[config.mk]
export PLATFORM = sky130hd
export DESIGN_NAME = kb_div3_shift_register
export DESIGN_NICKNAME = d
export VERILOG_FILES = /design/src/rtl/kb_div3_pkg.sv /design/src/rtl/kb_div3_chunk.sv /design/src/rtl/kb_div3_shift_register.sv
export SDC_FILE = /design/constraint.sdc
export NUM_CORES = 1
export LEC_CHECK = 0
export CORE_AREA = 8 8 102 76
export DETAILED_ROUTE_END_ITERATION = 12
export DIE_AREA = 0 0 110 84
export HOLD_SLACK_MARGIN = 0.05
export PLACE_DENSITY = 0.75
export SYNTH_ARGS = -nofsm -noshare
export SYNTH_HDL_FRONTEND = slang
export SYNTH_SLANG_ARGS = --single-unit
[constraint.sdc]
create_clock -name sys_clock -period 5.15 [get_ports sys_clock]
set_clock_uncertainty 0.15 [all_clocks]
set_input_delay 0.515 -clock sys_clock [delete_from_list [all_inputs] [get_ports sys_clock]]
set_output_delay 0.515 -clock sys_clock [all_outputs]
set_load 0.02 [all_outputs]
[src/rtl/kb_div3_pkg.sv]
// Shared types and constants for the sequenced divide-by-3 datapath.
package kb_div3_pkg;

  localparam int SIZE_DEF  = 20;
  localparam int CHUNK_DEF = SIZE_DEF / 4;

  // Encodings line up with the sel codes so a step matches when sel == step_ptr.
  typedef enum logic [2:0] {
    IDLE = 3'd0,
    S1   = 3'd2,
    S2   = 3'd3,
    S3   = 3'd4,
    S4   = 3'd5
  } step_t;

  localparam logic [2:0] SEL_LOAD = 3'd1;
  localparam logic [2:0] SEL_LAST = 3'd5;

  function automatic step_t next_step(input step_t s);
    case (s)
      S1:      return S2;
      S2:      return S3;
      S3:      return S4;
      default: return IDLE;
    endcase
  endfunction

endpackage

[src/rtl/kb_div3_chunk.sv]
// Combinational MSB-first mod-3 long-division chain over CHUNK bits.
module kb_div3_chunk #(
  parameter int CHUNK = 5
) (
  input  logic [CHUNK-1:0] bits,
  input  logic [1:0]       rem_in,
  output logic [CHUNK-1:0] qbits,
  output logic [1:0]       rem_out
);

  logic [CHUNK:0][1:0] r;

  assign r[0] = rem_in;

  // Each stage forms t = 2*r + b (max 5), so one conditional subtract keeps r in 0..2.
  for (genvar i = 0; i < CHUNK; i++) begin : g_bit
    logic [2:0] t;
    logic       ge3;
    assign t                = {r[i], bits[CHUNK-1-i]};
    assign ge3              = (t >= 3'd3);
    assign qbits[CHUNK-1-i] = ge3;
    assign r[i+1]           = ge3 ? 2'(t - 3'd3) : t[1:0];
  end

  assign rem_out = r[CHUNK];

endmodule

[src/rtl/kb_div3_shift_register.sv]
// Divide-by-3 over a shift register, consumed in four strobed chunk steps;
// quotient/remainder are published on the last step only.
module kb_div3_shift_register
  import kb_div3_pkg::*;
#(
  parameter int SIZE = SIZE_DEF
) (
  input  logic            sys_clock,
  input  logic            reset,
  input  logic            shift_en,
  input  logic [2:0]      sel,
  input  logic [SIZE-1:0] divident,
  output logic [SIZE-1:0] quotient,
  output logic [1:0]      reminder
);

  localparam int CHUNK = SIZE / 4;

  step_t            step_ptr;
  logic [SIZE-1:0]  work_sr;
  logic [SIZE-1:0]  q_sr;
  logic [1:0]       rem;

  logic [CHUNK-1:0] qbits;
  logic [1:0]       rem_out;
  logic [SIZE-1:0]  q_next;
  logic             step_hit;

  kb_div3_chunk #(.CHUNK(CHUNK)) u_chunk (
    .bits    (work_sr[SIZE-1 -: CHUNK]),
    .rem_in  (rem),
    .qbits   (qbits),
    .rem_out (rem_out)
  );

  assign q_next   = {q_sr[SIZE-CHUNK-1:0], qbits};
  // IDLE encodes as 0, which no step code uses, so out-of-sequence strobes never hit.
  assign step_hit = (step_ptr != IDLE) && (sel == step_ptr);

  always_ff @(posedge sys_clock) begin
    if (reset) begin
      quotient <= '0;
      reminder <= '0;
      work_sr  <= '0;
      q_sr     <= '0;
      rem      <= '0;
      step_ptr <= IDLE;
    end else if (shift_en) begin
      if (sel == SEL_LOAD) begin
        work_sr  <= divident;
        q_sr     <= '0;
        rem      <= '0;
        step_ptr <= S1;
      end else if (step_hit) begin
        work_sr <= work_sr << CHUNK;
        q_sr    <= q_next;
        rem     <= rem_out;
        if (sel == SEL_LAST) begin
          quotient <= q_next;
          reminder <= rem_out;
          step_ptr <= IDLE;
        end else begin
          step_ptr <= next_step(step_ptr);
        end
      end
    end
  end

endmodule

# [Word level (Yosys, flattened, before mapping)]
# Cells that the tools add are included.
[word_totals] regBits=62
[classes] add_sub_neg=5 n_lt_le_gt_ge=5 eq_ne=6 mux=15 n_bitwise=1 n_reduce_logical=5
[op_table] operator="$mux 20" n=2
[op_table] operator="$mux 15" n=2
[op_table] operator="$ge 3x2->1 const B" n=5
[op_table] operator="$mux 2" n=7
[op_table] operator="$sub 2x2->2 const B" n=5
[op_table] operator="$mux 3" n=3
[op_table] operator="$pmux 3 s3" n=1
[op_table] operator="$eq 3x2->1 const B" n=2
[op_table] operator="$eq 3x3->1 const B" n=2
[op_table] operator="$reduce_and 4->1" n=1
[op_table] operator="$eq 3x1->1 const B" n=1
[op_table] operator="$eq 3x3->1" n=1
[op_table] operator="$reduce_bool 3->1" n=1
[op_table] operator="$reduce_and 2->1" n=1
[op_table] operator="$reduce_bool 2->1" n=1
[op_table] operator="$logic_and 1x1->1" n=1
[op_table] operator="$not 1->1" n=1

# [Longest topological paths before layout]
[depth] word_depth=12 depth_mapped=24

# [Modules after synthesis]
# Synthesis repeated with hierarchy kept, for this count alone.
[unflattened] hier_cells=349 hier_area_um2=3388.2
[modules_own_cells] module="kb_div3_shift_register" n_inst=1 cells_each=262 area_per_inst_um2=2752.6 seq_area_each_um2=1241.2
[modules_own_cells] module="kb_div3_chunk" n_inst=1 cells_each=87 area_per_inst_um2=635.6 seq_area_each_um2=0.0

# [Least setup slack after synthesis]
# OpenSTA, ideal clock, no wires.
[synth_timing] kind="register to register" start="register rem[0]" end="register reminder[1]" t_arrival_ps=4790 t_required_ps=4913 path_slack_ps=122 stages_incl_launch_ff=23 path_buffers=2 period_less_slack_ps=5028 path_cell_list="dfxtp_1 > ha_1 > or3_1 > buf_2 > a21oi_1 > ha_1 > clkbuf_1 > nor4bb_1 > o21ai_0 > nand2_1 > ha_1 > nor2_1 > o221ai_1 > o311ai_0 > o31ai_1 > ha_1 > or4_4 > a31oi_1 > ha_1 > nor3b_1 > and3_1 > a211o_1 > o31ai_1"
[synth_between] elab_chain_cells=10
[synth_lines] item="start: declaration" line="kb_div3_shift_register.sv:22" text="logic [1:0] rem;"
[synth_lines] item="start signal: assignment" line="kb_div3_shift_register.sv:57" text="rem <= rem_out;"
[synth_lines] item="$ge 3x2->1 / $sub 2x2->2 (equally long branches)" line="kb_div3_chunk.sv:20, kb_div3_chunk.sv:22"
[synth_lines] item="$mux 2 (*)" line="kb_div3_chunk.sv:22" text="assign r[i+1] = ge3 ? 2'(t - 3'd3) : t[1:0];"
[synth_lines] item="$ge 3x2->1 / $sub 2x2->2 (equally long branches)" line="kb_div3_chunk.sv:20, kb_div3_chunk.sv:22"
[synth_lines] item="$mux 2 (*)" line="kb_div3_chunk.sv:22"
[synth_lines] item="$ge 3x2->1 / $sub 2x2->2 (equally long branches)" line="kb_div3_chunk.sv:20, kb_div3_chunk.sv:22"
[synth_lines] item="$mux 2 (*)" line="kb_div3_chunk.sv:22"
[synth_lines] item="$ge 3x2->1 / $sub 2x2->2 (equally long branches)" line="kb_div3_chunk.sv:20, kb_div3_chunk.sv:22"
[synth_lines] item="$mux 2 (*)" line="kb_div3_chunk.sv:22"
[synth_lines] item="$ge 3x2->1 / $sub 2x2->2 (equally long branches)" line="kb_div3_chunk.sv:20, kb_div3_chunk.sv:22"
[synth_lines] item="$mux 2 (*)" line="kb_div3_chunk.sv:22"
[synth_lines] item="end signal: assignment" line="kb_div3_shift_register.sv:60" text="reminder <= rem_out;"
[synth_lines] item="end: declaration" line="kb_div3_shift_register.sv:14" text="output logic [1:0] reminder"
# Mark *: on every way between the ends. The rest lies on a longest branch, timed or not.
# A chain may end at the register's enable or synchronous reset.

# [Final worst setup path]
[layout_timing] start="register rem[0]" end="register rem[1]"
[layout_between] elab_chain_cells=12
[layout_lines] item="$ge 3x2->1 / $sub 2x2->2 (equally long branches)" line="kb_div3_chunk.sv:20, kb_div3_chunk.sv:22"
[layout_lines] item="$mux 2 (*)" line="kb_div3_chunk.sv:22"
[layout_lines] item="$ge 3x2->1 / $sub 2x2->2 (equally long branches)" line="kb_div3_chunk.sv:20, kb_div3_chunk.sv:22"
[layout_lines] item="$mux 2 (*)" line="kb_div3_chunk.sv:22"
[layout_lines] item="$ge 3x2->1 / $sub 2x2->2 (equally long branches)" line="kb_div3_chunk.sv:20, kb_div3_chunk.sv:22"
[layout_lines] item="$mux 2 (*)" line="kb_div3_chunk.sv:22"
[layout_lines] item="$ge 3x2->1 / $sub 2x2->2 (equally long branches)" line="kb_div3_chunk.sv:20, kb_div3_chunk.sv:22"
[layout_lines] item="$mux 2 (*)" line="kb_div3_chunk.sv:22"
[layout_lines] item="$ge 3x2->1 / $sub 2x2->2 (equally long branches)" line="kb_div3_chunk.sv:20, kb_div3_chunk.sv:22"
[layout_lines] item="$mux 2 (*)" line="kb_div3_chunk.sv:22"
[layout_lines] item="$mux 2 (*)" line="kb_div3_shift_register.sv:54" text="end else if (step_hit) begin"
[layout_lines] item="$mux 2 (*)" line="kb_div3_shift_register.sv:49" text="if (sel == SEL_LOAD) begin"
# Mark *: on every way between the ends. The rest lies on a longest branch, timed or not. The select of a mux whose other input is x is not followed.

==> reports/metrics.cfg <==
[floorplanning]
dieArea_mm2=0.00924
die_y_um=84
start_util_pct=46.9
rows=24
die_w_um=110
core_mm2=0.00610
io_pins=48

[setup_path]
ff2ff_setup_slack_ps=310
crit_chain=ha_1 > or3_1 > a21oi_1 > ha_2 > nor4bb_1 > o21ai_1 > nand2_1 > ha_1 > o311ai_0 > o31ai_2 > ha_2 > or4_4 > a31oi_2 > ha_2 > nor3b_1 > and3_1 > a211o_1 > o31ai_1
end_kind=flip-flop
path_class=flip-flop to flip-flop
path_common_cell=ha_2
r2r_cells=18
worstReg2RegEnd=rem[1]$_SDFFE_PP0P_
reg2reg_from=rem[0]$_SDFFE_PP0P_
critPathMaxStageDelay_ps=560
start_kind=flip-flop
crit_family=compound AO/OA/AOI/OAI gates
arrival_ps=4940
path_buf_inv=0
cp.required_ps=5250
cp_slowest_cell=or4_4
worst-path-max-fanout=8

[global_route]
grt_max_degree=68
grt_pass1_vias=2419
grt_pass1_wl_um=11300
grt_use_total_pct=15.0
grt_util_met1_pct=20.0
grtUsageMet2_pct=21.8
grt_use_met3_pct=4.63
antenna_found_initial=0
grt_overflow=0
top_usage_layer=met2

[worst_hold_path]
whs_endpoint=quotient[11]$_SDFFE_PP0P_
min_path_cells=2
worstHoldStart=quotient[11]$_SDFFE_PP0P_
hp-class=flip-flop to flip-flop

[power_and_ir_drop]
cellPowerDensity_mw_per_mm2=300
cellLeakagePower_nw=1.27
vdd_ir_drop_max_uv=165
pwr-share-clk_pct=47.2
p_sw_uw=232
p_seq_share_pct=44.5
p_total_mw=1.10
intPower_uw=871
p_sw_share_pct=21.0
comb_power_share_pct=8.3

[sta]
slew_headroom_pct=39.6
setup_ws_ps=311
whs_ps=304
fin_setup_tns_ps=0
finalSetupViolations=0
max_freq_ghz=0.207
post-route-period-util_pct=94.0
worst_pin_slew_ps=905
drv_slew=0
final_hold_viol_count=0
finalCriticalPeriod_ps=4840

[placed_design]
io_buffer_count=47
detailedPlace.worstSlack_ps=159
gp_congestion=0.809
dp.final_hpwl_um=4570
numPlacedInstances=449
postPlaceCellArea_mm2=0.00339

[cts]
cts_max_level=3
clock_sinks=62
clockRootBuffer=clkbuf_8
insertion_delay_ps=340
clockBufferDepth=2
clk_pin_slew_ps=60
numCtsBuffers=9
cts_tree=done

[final_layout]
stdcell_area_mm2=0.00367
final_common_cell=dfxtp_1
instances_no_fill=466
final_cell_mix=62 x dfxtp_1, 46 x nor2_1, 46 x clkdlybuf4s50_1, 43 x nand2_1, 28 x a21oi_1
drive_gt1_share_pct=10.6
utilization_pct=60.3
syn_to_final_growth_pct=28.4
final_nets=414
insertedDiodeCount=0

[detailed_routing]
num_vias=2560
avgViaCountPerCell=5.49
drt_iter0_markers=171
wl_per_cell_um=14.4
antenna_left=0
first_pass_iters=4
drc=0
wirelength_um=6690

[yosys]
synthesis.nets=372
synth-seq-cells=62
synthArstFlopShare_pct=0
synth.distinct_cells=51
yosysWarnings=0
netlist_instances=341
syn-cell-area_mm2=0.00286
synth_edf_count=0
syn_area_per_cell_um2=8.39
ys.flop_type=dfxtp_1
yosysSeqAreaShare_pct=43.4

[outcome]
status=completed

[job]
drv_cap=0

-- state kept, by name, indices dropped and copies added (netlist names) --
name,count
reminder,2
step_ptr,3
quotient,20
q_sr,15
rem,2
work_sr,20
-- area by class of cell --
class	instances	area [um2]
fillers	530	2420
multi-input cells	251	1540
flip-flops and latches	62	1240
repair buffers	56	533
clock buffers	14	193
well taps	78	97.6
clock inverters	2	60.1
inverters	3	11.3
-- how the worst max path moves through the flow --
stage / depth (start not counted) / endpoint / slack [ps] / startpoint
6_report: 18 / rem[1]$_SDFFE_PP0P_ / 310 / rem[0]$_SDFFE_PP0P_
5_1_grt: 18 / rem[1]$_SDFFE_PP0P_ / -8 / work_sr[19]$_SDFFE_PP0P_
4_1_cts: 20 / rem[1]$_SDFFE_PP0P_ / 100 / rem[0]$_SDFFE_PP0P_
3_5_place_dp: 20 / rem[1]$_SDFFE_PP0P_ / 160 / rem[0]$_SDFFE_PP0P_
3_3_place_gp: 20 / reminder[1]$_SDFFE_PP0P_ / 320 / rem[0]$_SDFFE_PP0P_
2_1_floorplan: 22 / reminder[1]$_SDFFE_PP0P_ / 120 / rem[0]$_SDFFE_PP0P_
-- cell usage after synthesis, drive strengths merged, types with 3 or more instances --
cell	count	share of area, %
nand3b	4	1.0
nor2	46	6.0
a22oi	12	3.1
mux2i	15	5.2
nor2b	4	0.87
or2	3	0.66
ha	5	2.2
or3	3	0.66
nand2	43	5.6
o31ai	4	1.0
nor3	8	1.4
a21oi	28	4.9
and3	3	0.70
clkbuf	23	3.0
o21ai	9	1.6
nand3	7	1.2
a211oi	21	5.5
a211o	3	0.96
inv	3	0.39
dfxtp	62	43
-- worst register-to-register path, delay by kind of cell (launching register included) --
| kind | cells | cell delay, ps |
|---|---|---|
| AOI/OAI and AO/OA | 7 | 1690 |
| and+or+nand+nor | 6 | 1310 |
| adders and majority gates | 5 | 1220 |
| DFF | 1 | 380 |
-- layer usage --
layer,vias to the layer above,part of all wire [%]
met4,0,1.2
met1,1185,51
li1,1316,-
met2,53,43
met3,6,5.0
met5,-,0
-- power groups by stage --
stage / Clock (mW) / Sequential [mW] / Combinational [mW]
after global routing: 0.549 / 0.492 / 0.101
final: 0.520 / 0.491 / 0.0915
after global placement: 0 / 0.501 / 0.0873
after CTS: 0.529 / 0.491 / 0.0887
after detailed placement: 0 / 0.502 / 0.0883
after floorplan: 0 / 0.500 / 0.0572
-- logic make-up (layout without fill, tap and decap cells) --
family / count (synthesis) / count (layout) / synth area share (%)
AND/OR/NAND/NOR: 132 / 132 / 21.2
AO/OA/AOI/OAI: 95 / 95 / 22.9
flip-flops: 62 / 62 / 43.4
buffers and inverters: 28 / 75 / 3.72
multiplexers: 16 / 16 / 5.77
adder cells (fa/ha/maj): 5 / 5 / 2.19
XOR/XNOR: 3 / 3 / 0.918
-- timing repair --
action                                  CTS  global route
gates resized for setup                   0             7
hold buffers                              0             0
setup buffers                             0             1
endpoints found under the setup margin    0             6
No activity file was read; power rests on OpenSTA's default activity.
